`src/rtl/mat_interleave_sched.sv`:
```
// mat_interleave_sched: merges A and B element streams into alternating bursts, A first
// Ports: i_clk, i_rst_n (async, active-low), i_clk_e (clock enable), i_start (frame start, IDLE only);
//   s_axis_a_* / s_axis_b_* source streams; m_axis_* merged stream (user = source, last = final beat);
//   o_busy while sending, o_done one-cycle pulse at frame end.
module mat_interleave_sched #(
  parameter int DATA_W      = 16,
  parameter int BURST       = 3,
  parameter int FRAME_BEATS = 9
) (
  input  logic              i_clk,
  input  logic              i_rst_n,
  input  logic              i_clk_e,
  input  logic              i_start,
  input  logic              s_axis_a_valid,
  output logic              s_axis_a_ready,
  input  logic [DATA_W-1:0] s_axis_a_data,
  input  logic              s_axis_b_valid,
  output logic              s_axis_b_ready,
  input  logic [DATA_W-1:0] s_axis_b_data,
  output logic              m_axis_valid,
  input  logic              m_axis_ready,
  output logic [DATA_W-1:0] m_axis_data,
  output logic              m_axis_user,
  output logic              m_axis_last,
  output logic              o_busy,
  output logic              o_done
);
  localparam int CW = $clog2(FRAME_BEATS + 1);
  localparam int BW = $clog2(BURST + 1);
  localparam logic [CW-1:0] F_LAST = CW'(FRAME_BEATS - 1);
  localparam logic [CW-1:0] F_ALL = CW'(FRAME_BEATS);
  localparam logic [BW-1:0] B_LAST = BW'(BURST - 1);
  localparam logic [CW:0] BEAT_LAST = (CW + 1)'(2 * FRAME_BEATS - 1);
  typedef enum logic [1:0] {IDLE, SEND_A, SEND_B, DONE} state_t;
  state_t state_q, state_d;
  logic [CW-1:0] a_cnt_q, a_cnt_d, b_cnt_q, b_cnt_d;
  logic [BW-1:0] burst_cnt_q, burst_cnt_d;
  logic sel_a, sel_b, hs, own_last, other_left, grant_end;
  assign sel_a = state_q == SEND_A;
  assign sel_b = state_q == SEND_B;
  assign hs = m_axis_valid & m_axis_ready;
  // "own" is the source currently granted, "other" the one waiting
  assign own_last = sel_b ? b_cnt_q == F_LAST : a_cnt_q == F_LAST;
  assign other_left = sel_b ? a_cnt_q != F_ALL : b_cnt_q != F_ALL;
  assign grant_end = burst_cnt_q == B_LAST || own_last;
  always_ff @(posedge i_clk or negedge i_rst_n) begin
    if (!i_rst_n) begin
      state_q     <= IDLE;
      a_cnt_q     <= '0;
      b_cnt_q     <= '0;
      burst_cnt_q <= '0;
    end else begin
      state_q     <= state_d;
      a_cnt_q     <= a_cnt_d;
      b_cnt_q     <= b_cnt_d;
      burst_cnt_q <= burst_cnt_d;
    end
  end
  // hs is already gated by i_clk_e, so the send states need no extra enable term
  always_comb begin
    state_d     = state_q;
    a_cnt_d     = a_cnt_q;
    b_cnt_d     = b_cnt_q;
    burst_cnt_d = burst_cnt_q;
    case (state_q)
      IDLE: if (i_start && i_clk_e) begin
        state_d     = SEND_A;
        a_cnt_d     = '0;
        b_cnt_d     = '0;
        burst_cnt_d = '0;
      end
      SEND_A, SEND_B: if (hs) begin
        a_cnt_d     = a_cnt_q + CW'(sel_a);
        b_cnt_d     = b_cnt_q + CW'(sel_b);
        burst_cnt_d = grant_end ? '0 : burst_cnt_q + BW'(1);
        if (grant_end)
          state_d = other_left ? (sel_a ? SEND_B : SEND_A) : own_last ? DONE : state_q;
      end
      default: if (i_clk_e) state_d = IDLE;
    endcase
  end
  always_comb begin
    m_axis_valid   = i_clk_e & (sel_a & s_axis_a_valid | sel_b & s_axis_b_valid);
    s_axis_a_ready = i_clk_e & sel_a & m_axis_ready;
    s_axis_b_ready = i_clk_e & sel_b & m_axis_ready;
    m_axis_data    = sel_a ? s_axis_a_data : sel_b ? s_axis_b_data : '0;
    m_axis_user    = sel_b;
    m_axis_last    = m_axis_valid & (({1'b0, a_cnt_q} + {1'b0, b_cnt_q}) == BEAT_LAST);
    o_busy         = sel_a | sel_b;
    o_done         = i_clk_e & (state_q == DONE);
  end
endmodule

```
`config.mk`:
```
export PLATFORM = sky130hd
export DESIGN_NAME = mat_interleave_sched
export DESIGN_NICKNAME = d
export VERILOG_FILES = /design/src/rtl/mat_interleave_sched.sv
export SDC_FILE = /design/constraint.sdc
export NUM_CORES = 1
export LEC_CHECK = 0
export BUFFER_PORTS_ARGS = -buffer_cell sky130_fd_sc_hd__buf_2
export CORE_UTILIZATION = 44
export DETAILED_ROUTE_END_ITERATION = 7
export HOLD_SLACK_MARGIN = 0.05
export MAX_ROUTING_LAYER = met4
export PLACE_DENSITY = 0.82
export SLEW_MARGIN = 20
export SYNTH_ARGS = -nofsm -noshare
export SYNTH_HDL_FRONTEND = slang
export SYNTH_SLANG_ARGS = --single-unit
```
`constraint.sdc`:
```
create_clock -name i_clk -period 2.35 [get_ports i_clk]
set_clock_uncertainty 0.1 [all_clocks]
set_input_delay 0.235 -clock i_clk [delete_from_list [all_inputs] [get_ports i_clk]]
set_output_delay 0.235 -clock i_clk [all_outputs]
set_load 0.01 [all_outputs]
```
==> flow_metrics.env, run 1 <==
export IMPL_syn_num_nets=181
export IMPL_hold_path_class="input port to asynchronous set/reset pin"
export IMPL_detail_route_wirelength_um=3240
export IMPL_worstPathArrival_ps=2030
export IMPL_finalMaxSlewViolations=0
export IMPL_r2r_slack_ps=140
export IMPL_vias=1236
export IMPL_p_clk_frac=0.092
export IMPL_clk_transition_reported_paths_ps=80
export IMPL_wire_per_inst_um=14.40
export IMPL_n_antenna_cell=0
export IMPL_p_sw_mw=0.8605
export IMPL_syn2layout_area_growth_pct=38.62
export IMPL_ant_nets=0
export IMPL_layout_common_cells="buf_2 (61), a22o_1 (16), nand2_1 (13)"
export IMPL_drt_first_pass_iters=4
export IMPL_synth_warnings=0
export IMPL_pwr_share_comb=0.725
export IMPL_cts_root_buf="clkbuf_4"
export IMPL_grt_pass1_wl_um=4719
export IMPL_critPathKind="flop to primary output"
export IMPL_synthCells=128
export IMPL_cts_inserted_buffers=3
export IMPL_hold_violations=0
export IMPL_synthTopCellsByArea="dfrtp_1 (26%), ha_1 (14%), a22o_1 (12%), nand2_1 (4.3%), o21ai_0 (3.1%)"
export IMPL_antenna_found_initial=0
export IMPL_cts_tree="yes"
export IMPL_maxCapViolations=0
export IMPL_yosysSeqAreaShare=0.2626
export IMPL_cp_slowest_cell="dfrtp_1"
export IMPL_leakagePower_nw=0.8731
export IMPL_finalNonFillerCells=225
export IMPL_io_buffers=61
export IMPL_synthesis_area_um2=1144
export IMPL_yosysTopAreaCellShare=0.2626
export IMPL_r2r_end="state_q[0]"
export IMPL_peakVddDrop_mv=0.7669
export IMPL_worst_hold_slack_ps=256.5
export IMPL_worst_skew_pair_late_latency_ps=270
export IMPL_die_area_um2=2807
export IMPL_failed_checks="setup timing"
export IMPL_io_pins=62
export IMPL_core_region_area_um2=2477
export IMPL_track_usage=0.2401
export IMPL_reg2reg_depth=7
export IMPL_clockBufferDepth=2
export IMPL_die_h_um=52.98
export IMPL_endpoint_kind="primary output"
export IMPL_final_common_cell="buf_2"
export IMPL_grt_max_degree=17
export IMPL_switching_share=0.4829
export IMPL_syn_avg_cell_area_um2=8.934
export IMPL_rsz0062_at_grt="yes"
export IMPL_fin_total_pwr_mw=1.782
export IMPL_dp_cells=218
export IMPL_timing_final_ws_setup_ps=-17.70
export IMPL_worstReg2RegStart="state_q[0]"
export IMPL_die_x_um=52.98
export IMPL_internal_power_mw=0.9215
export IMPL_cpPeakStageDelay_ps=480
export IMPL_place_hpwl_um=2527
export IMPL_path_cells="ha_1 > a21o_1 > a21oi_1 > mux2i_1 > nor4b_2 > buf_2"
export IMPL_worstPathRequired_ps=2020
export IMPL_ys_types=35
export IMPL_path_max_fanout=7
export IMPL_synth_seq_cells=12
export IMPL_cellPowerDensity_nw_per_um2=1124
export IMPL_htree_levels=1
export IMPL_globalplace_congestion=0.8921
export IMPL_place_area_um2=1494
export IMPL_row_count=18
export IMPL_viasPerCell=5.493
export IMPL_grt_pass1_vias=1113
export IMPL_finalSetupViolCount=1
export IMPL_dp_worst_setup_slack_ps=18.55
export IMPL_fin_crit_sh=1.008
export IMPL_power_frac_seq=0.183
export IMPL_cp_start_kind="flop"
export IMPL_drive_gt1_frac=0.4410
export IMPL_crit_buf_inv=1
export IMPL_synth_top_area_cell="dfrtp_1"
export IMPL_fmax_ghz=0.4224
export IMPL_grt_overflow_total=0
export IMPL_fin_nets=249
export IMPL_tightest_slew_ps=400.5
export IMPL_first_iter_violations=33
export IMPL_final_cell_area_um2=1585
export IMPL_max_slew_margin_rel=0.7302
export IMPL_initial_core_util=0.4616
export IMPL_period_minus_slack_ps=2368
export IMPL_cts_sinks=12
export IMPL_drc=0
export IMPL_cp_top_family="flip-flops"
export IMPL_status="finished with violations"
per-layer routing:
metal  vias up  part of all wire  wire length (µm)  track usage
met4         0             0.025                82       0.1140
li1        597                 -                 -            -
met1       580              0.43              1409       0.3057
met5         -                 0                 0            -
met2        50              0.48              1548       0.3882
met3         9             0.061               199      0.01437
layout make-up:
class / count / area [µm²]
fill: 221 / 892.1
multi-input combinational: 104 / 828.3
timing repair buffer: 67 / 352.8
sequential: 12 / 300.3
tap: 30 / 37.54
clock buffer: 4 / 36.28
inverter: 8 / 30.03
logic make-up after synthesis:
logic type,share of synthesized area
adders and majority gates,0.1597
muxes,0.02735
buffers and inverters,0.03938
xor gates and xnor gates,0.03829
and+or+nand+nor,0.2123
AOI/OAI and AO/OA,0.2604
DFF,0.2626
power groups by stage:
stage               combinational, mW  sequential, mW  clock, mW
floorplan                       0.840           0.313          0
global placement                 1.20           0.323          0
detailed placement               1.23           0.333          0
CTS                              1.26           0.326      0.168
global route                     1.43           0.334      0.179
finish                           1.29           0.326      0.164
synthesized netlist by cell type:
cell / count
inv_1: 7
xnor2_1: 1
nor2_1: 9
and3_1: 2
and2_1: 4
nor3b_2: 1
nand2_1: 13
nor3_1: 3
inv_2: 1
a22oi_2: 1
a21o_1: 1
mux2i_1: 2
o21ai_2: 2
a21oi_4: 1
o2111ai_1: 1
o31ai_4: 1
a21oi_1: 4
nand2b_1: 1
nand3_1: 5
nor4b_1: 1
clkbuf_1: 4
nand3b_1: 1
a22o_1: 16
a32oi_1: 1
or3_4: 1
fa_1: 1
xor2_1: 4
o2bb2a_1: 1
nand2_4: 1
dfrtp_1: 12
nand4_1: 1
ha_1: 13
o21ai_0: 7
nor2b_1: 3
mux2_1: 1
timing repair:
item | CTS | global route
endpoints found under the hold margin | 12 | 0
pin swaps | 0 | 1
resized for setup | 3 | 6
hold buffers | 1 | 0
setup buffers | 1 | 1
setup endpoints to repair | 17 | 3
sequential cells by signal, indices dropped and copies added, names as in the netlist:
name	flops
b_cnt_q	4
burst_cnt_q	2
a_cnt_q	4
state_q	2
worst register-to-register path, stage by stage, from the launching register on:
cell       delay [ps]
dfrtp_1           420
inv_1             100
ha_1              300
nor3b_2           190
o2bb2a_1          340
nor2b_1           150
o2111ai_2         150
mux2_1            340
worst max-delay path by stage:
stage / start / cells after the start / slack, ps / to
after floorplan: a_cnt_q[0] / 7 / 320 / m_axis_last
after CTS: state_q[1] / 7 / -0.03 / m_axis_last
after global placement: state_q[0] / 5 / 180 / m_axis_data[5]
after detailed placement: state_q[0] / 5 / 20 / m_axis_data[10]
after global routing: a_cnt_q[1] / 6 / -170 / m_axis_last
final: a_cnt_q[1] / 6 / -20 / m_axis_last
through the flow:
step                  util  setup TNS, ps
finish              0.6399         -17.70
detailed placement  0.6030              0
CTS                 0.6288       -0.03220
floorplan                -              0
global route        0.6399         -165.2
global placement    0.6030              0
Note: power is estimated with default switching activity, not from simulation.
==> run 2, diff against run 1 <==
Settings changed: CORE_UTILIZATION 44 to 48, PLACE_DENSITY 0.82 to 0.88.
Clock period 2.35 ns to 3 ns, I/O delays scaled along.
==> run 2 against run 1 <==
  * The flow now finishes without violations
  * First-iteration DRC count up 6.1%
  * Register-to-register slack improved by 600 ps
  * Design area decreased by 3.9%
  * Highest routed layer unchanged
  * Flip-flop and latch count unchanged
  * Total power down 26%
  * Largest cell class unchanged
  * Critical path depth down 1
  * Combinational power down 28%
  * Worst hold slack improved by 68 ps
  * Non-clock buffer count down 4
  * Final cell count shrank 2.7%
  * Sequential share of layout area increased by 0.78 points
==> flow_metrics.env, run 2 (synthesis gave the netlist of run 1 again) <==
export IMPL_viasPerCell=5.388
export IMPL_maxCapViolations=0
export IMPL_cp_start_kind="flop"
export IMPL_startpoint="state_q[0]"
export IMPL_r2r_slack_ps=740
export IMPL_fin_nets=245
export IMPL_dp_worst_setup_slack_ps=562.8
export IMPL_layout_common_cells="buf_2 (61), a22o_1 (16), nand2_1 (13), ha_1 (13), dfrtp_1 (12)"
export IMPL_fin_crit_sh=0.9216
export IMPL_io_pins=62
export IMPL_num_fill_cells=206
export IMPL_track_usage=0.2440
export IMPL_critPathKind="flop to primary output"
export IMPL_timing_final_ws_setup_ps=235.3
export IMPL_globalplace_congestion=0.9549
export IMPL_reg2reg_depth=6
export IMPL_p_sw_mw=0.6482
export IMPL_drt_first_pass_iters=4
export IMPL_worstPathRequired_ps=2600
export IMPL_leakagePower_nw=0.8562
export IMPL_ant_nets=0
export IMPL_grt_max_degree=17
export IMPL_rsz0062_at_grt="no"
export IMPL_cts_setup_buffers=0
export IMPL_cts_inserted_buffers=3
export IMPL_r2r_end="state_q[0]"
export IMPL_worst_skew_pair_late_latency_ps=270
export IMPL_cpPeakStageDelay_ps=860
export IMPL_path_max_fanout=16
export IMPL_grt_pass1_vias=1027
export IMPL_switching_share=0.4917
export IMPL_core_region_area_um2=2233
export IMPL_grt_pass1_wl_um=4705
export IMPL_finalNonFillerCells=219
export IMPL_antenna_found_initial=0
export IMPL_io_buffers=61
export IMPL_cp_endpoint="m_axis_data[0]"
export IMPL_die_area_um2=2582
export IMPL_vias=1180
export IMPL_tightest_slew_ps=1040
export IMPL_peakVddDrop_mv=0.6063
export IMPL_crit_cells=5
export IMPL_n_antenna_cell=0
export IMPL_fin_util=0.6818
export IMPL_die_h_um=50.81
export IMPL_row_count=17
export IMPL_status="complete, no violations"
export IMPL_die_x_um=50.81
export IMPL_cellPowerDensity_nw_per_um2=865.7
export IMPL_detail_route_wirelength_um=2973
export IMPL_worstReg2RegStart="state_q[1]"
export IMPL_final_cell_area_um2=1523
export IMPL_htree_levels=1
export IMPL_crit_buf_inv=2
export IMPL_p_clk_frac=0.097
export IMPL_internal_power_mw=0.6700
export IMPL_reg_top3="a_cnt_q (4), b_cnt_q (4)"
export IMPL_wire_per_inst_um=13.58
export IMPL_place_hpwl_um=2460
export IMPL_first_iter_violations=35
export IMPL_pwr_share_comb=0.709
export IMPL_finalSetupTns_ps=0
export IMPL_max_slew_margin_rel=0.3053
export IMPL_cp_slowest_cell="nor2b_1"
export IMPL_place_area_um2=1476
export IMPL_clockBufferDepth=2
export IMPL_grt_overflow_total=0
export IMPL_cts_root_buf="clkbuf_4"
export IMPL_endpoint_kind="primary output"
export IMPL_path_cells="inv_1 > ha_1 > nor2b_1 > a22o_1 > buf_2"
export IMPL_dp_cells=214
export IMPL_hold_path_class="input port to asynchronous set/reset pin"
export IMPL_syn2layout_area_growth_pct=33.15
export IMPL_finalSetupViolCount=0
export IMPL_cp_top_family="simple AND/OR/NAND/NOR gates"
export IMPL_power_frac_seq=0.194
export IMPL_worstPathArrival_ps=2360
export IMPL_cts_sinks=12
export IMPL_drive_gt1_frac=0.3927
export IMPL_hold_violations=0
export IMPL_initial_core_util=0.5120
export IMPL_drc=0
export IMPL_period_minus_slack_ps=2765
export IMPL_cts_tree="yes"
export IMPL_clk_transition_reported_paths_ps=70
export IMPL_cts_resized=0
export IMPL_finalMaxSlewViolations=0
export IMPL_fmax_ghz=0.3617
export IMPL_final_common_cell="buf_2"
-- run 2: worst min-delay path by stage --
stage | startpoint | endpoint | slack (ps) | cells after the start
final | i_rst_n | a_cnt_q[1] | 320 | 2
after global routing | i_rst_n | b_cnt_q[3] | 340 | 2
after CTS | i_rst_n | b_cnt_q[3] | 320 | 2
after detailed placement | i_rst_n | a_cnt_q[1] | 90 | 1
after global placement | i_rst_n | a_cnt_q[1] | 80 | 1
after floorplan | i_rst_n | a_cnt_q[0] | -100 | 0
-- run 2: final cells by class --
cell class	instances	area [µm²]	area share
clock buffers	4	36.28	0.02383
inverters	8	30.03	0.01972
multi-input cells	104	798.3	0.5242
flip-flops and latches	12	300.3	0.1972
well taps	28	35.03	0.02301
repair buffers	63	322.8	0.2120
-- run 2: power groups by stage --
stage / logic, mW / clock network, mW / registers, mW
after global routing: 1.02 / 0.140 / 0.265
final: 0.935 / 0.127 / 0.256
after CTS: 0.938 / 0.131 / 0.256
after global placement: 0.894 / 0 / 0.255
after detailed placement: 0.932 / 0 / 0.258
after floorplan: 0.658 / 0 / 0.245
-- run 2: routing by layer --
layer / track usage / wire length [µm]
met5: - / 0
met3: 0.02679 / 106
met1: 0.3477 / 1366
met4: 0.05556 / 17
met2: 0.3733 / 1483
-- run 2: metrics by stage --
| stage | hold slack (ps) | total power [mW] |
|---|---|---|
| 4_1_cts | 322.8 | 1.324 |
| 2_1_floorplan | -95.59 | 0.9031 |
| 6_report | 324.3 | 1.318 |
| 3_3_place_gp | 82.86 | 1.149 |
| 5_1_grt | 338.6 | 1.428 |
| 3_5_place_dp | 86.95 | 1.190 |
-- run 2: repair_timing --
item,in CTS,in global routing
endpoints found under the hold margin,12,0
hold buffers,1,0
setup endpoints to repair,0,0
==> run 3, diff against run 2 <==
Settings changed: REMOVE_ABC_BUFFERS set to 1.
==> run 3 against run 2 <==
  * Combinational power decreased by 1%
  * Final cell count did not move
  * Sequential share of layout area unchanged
==> flow_metrics.env, run 3 (synthesis gave the netlist of run 1 again) <==
export IMPL_reg2reg_depth=6
export IMPL_row_count=17
export IMPL_ctsHoldBuffers=1
export IMPL_grt_max_degree=17
export IMPL_die_h_um=50.81
export IMPL_rsz0062_at_grt="no"
export IMPL_multi_input_area_um2=798.3
export IMPL_endpoint_kind="primary output"
export IMPL_vias=1241
export IMPL_clk_transition_reported_paths_ps=90
export IMPL_wire_per_inst_um=15.18
export IMPL_fin_nets=245
export IMPL_grt_pass1_vias=1131
export IMPL_tightest_slew_ps=957.1
export IMPL_fmax_ghz=0.3678
export IMPL_worstPathArrival_ps=2320
export IMPL_core_region_area_um2=2233
export IMPL_layout_common_cells="buf_2 (61), a22o_1 (16), nand2_1 (13), ha_1 (13), dfrtp_1 (12)"
export IMPL_path_max_fanout=16
export IMPL_viasPerCell=5.667
export IMPL_fin_util=0.6818
export IMPL_cellPowerDensity_nw_per_um2=866.4
export IMPL_cts_sinks=12
export IMPL_final_seq_area_um2=300.3
export IMPL_htree_levels=1
export IMPL_cts_setup_buffers=0
export IMPL_worst_skew_pair_late_latency_ps=290
export IMPL_cts_inserted_buffers=3
export IMPL_place_hpwl_um=2658
export IMPL_drt_first_pass_iters=4
export IMPL_antenna_found_initial=0
export IMPL_final_cell_area_um2=1523
export IMPL_track_usage=0.2840
export IMPL_clockBufferDepth=2
export IMPL_die_x_um=50.81
export IMPL_finalMaxSlewViolations=0
export IMPL_io_pins=62
export IMPL_detail_route_wirelength_um=3324
export IMPL_cts_root_buf="clkbuf_4"
export IMPL_syn2layout_area_growth_pct=33.15
export IMPL_hold_violations=0
export IMPL_n_antenna_cell=0
export IMPL_status="complete, no violations"
export IMPL_maxCapViolations=0
export IMPL_finalSetupViolCount=0
export IMPL_drive_gt1_frac=0.3927
export IMPL_peakVddDrop_mv=0.6444
export IMPL_first_iter_violations=20
export IMPL_fin_crit_sh=0.9063
export IMPL_hold_path_class="input port to asynchronous set/reset pin"
export IMPL_finalSetupTns_ps=0
export IMPL_num_fill_cells=184
export IMPL_initial_core_util=0.5120
export IMPL_globalplace_congestion=0.8348
export IMPL_place_area_um2=1476
export IMPL_final_common_cell="buf_2"
export IMPL_critPathKind="flop to primary output"
export IMPL_worstPathRequired_ps=2600
export IMPL_die_area_um2=2582
export IMPL_fin_total_pwr_mw=1.319
export IMPL_reg_top3="a_cnt_q (4), b_cnt_q (4)"
export IMPL_cp_start_kind="flop"
export IMPL_ant_nets=0
export IMPL_leakagePower_nw=0.8562
export IMPL_period_minus_slack_ps=2719
export IMPL_max_slew_margin_rel=0.3606
export IMPL_cts_tree="yes"
export IMPL_cts_resized=0
export IMPL_grt_pass1_wl_um=5195
export IMPL_drc=0
export IMPL_io_buffers=61
export IMPL_grt_overflow_total=0
run 3: cell counts in the layout (fill, tap and decap cells not counted):
Identical to the previous run, type by type.
run 3: path summary, 6_finish.rpt:
kind	endpoint	from	slack (ps)
min reg2reg	burst_cnt_q[0]	burst_cnt_q[0]	390
min in group i_clk	burst_cnt_q[0]	burst_cnt_q[0]	390
max in group asynchronous	a_cnt_q[0]	i_rst_n	2260
min	state_q[0]	i_rst_n	310
max	m_axis_data[1]	state_q[0]	280
max reg2reg	state_q[0]	state_q[1]	570
run 3: routing by layer:
metal  GRT usage  vias up  share of wire
met4      0.1157        0          0.019
met3     0.02976        7          0.056
li1            -      587              -
met1      0.3054      589           0.39
met5           -        -              0
met2      0.5289       58           0.54
run 3: final cells by class:
cell class                 count  area share
multi-input combinational    104      0.5242
timing repair buffer          63      0.2120
sequential                    12      0.1972
clock buffer                   4     0.02383
tap                           28     0.02301
inverter                       8     0.01972
run 3: power breakdown:
part           leakage (nW)  switching (mW)  internal [mW]
registers             0.162          0.0534          0.204
logic                 0.673           0.536          0.390
clock network        0.0210          0.0620         0.0740
run 3: critical path: stages, from the launching register on:
cell	delay (ps)
dfrtp_1	430
inv_1	130
ha_1	290
nor2b_1	800
a22o_1	240
buf_2	130
run 3: per-stage QoR:
stage / instances / hold WS (ps) / setup WS, ps
after CTS: 219 / 307.1 / 305.6
after global placement: 214 / 82.57 / 703.4
after global routing: 219 / 342.6 / 51.53
after floorplan: 124 / -95.59 / 679.0
final: 219 / 309.4 / 281.1
after detailed placement: 214 / 93.41 / 614.1
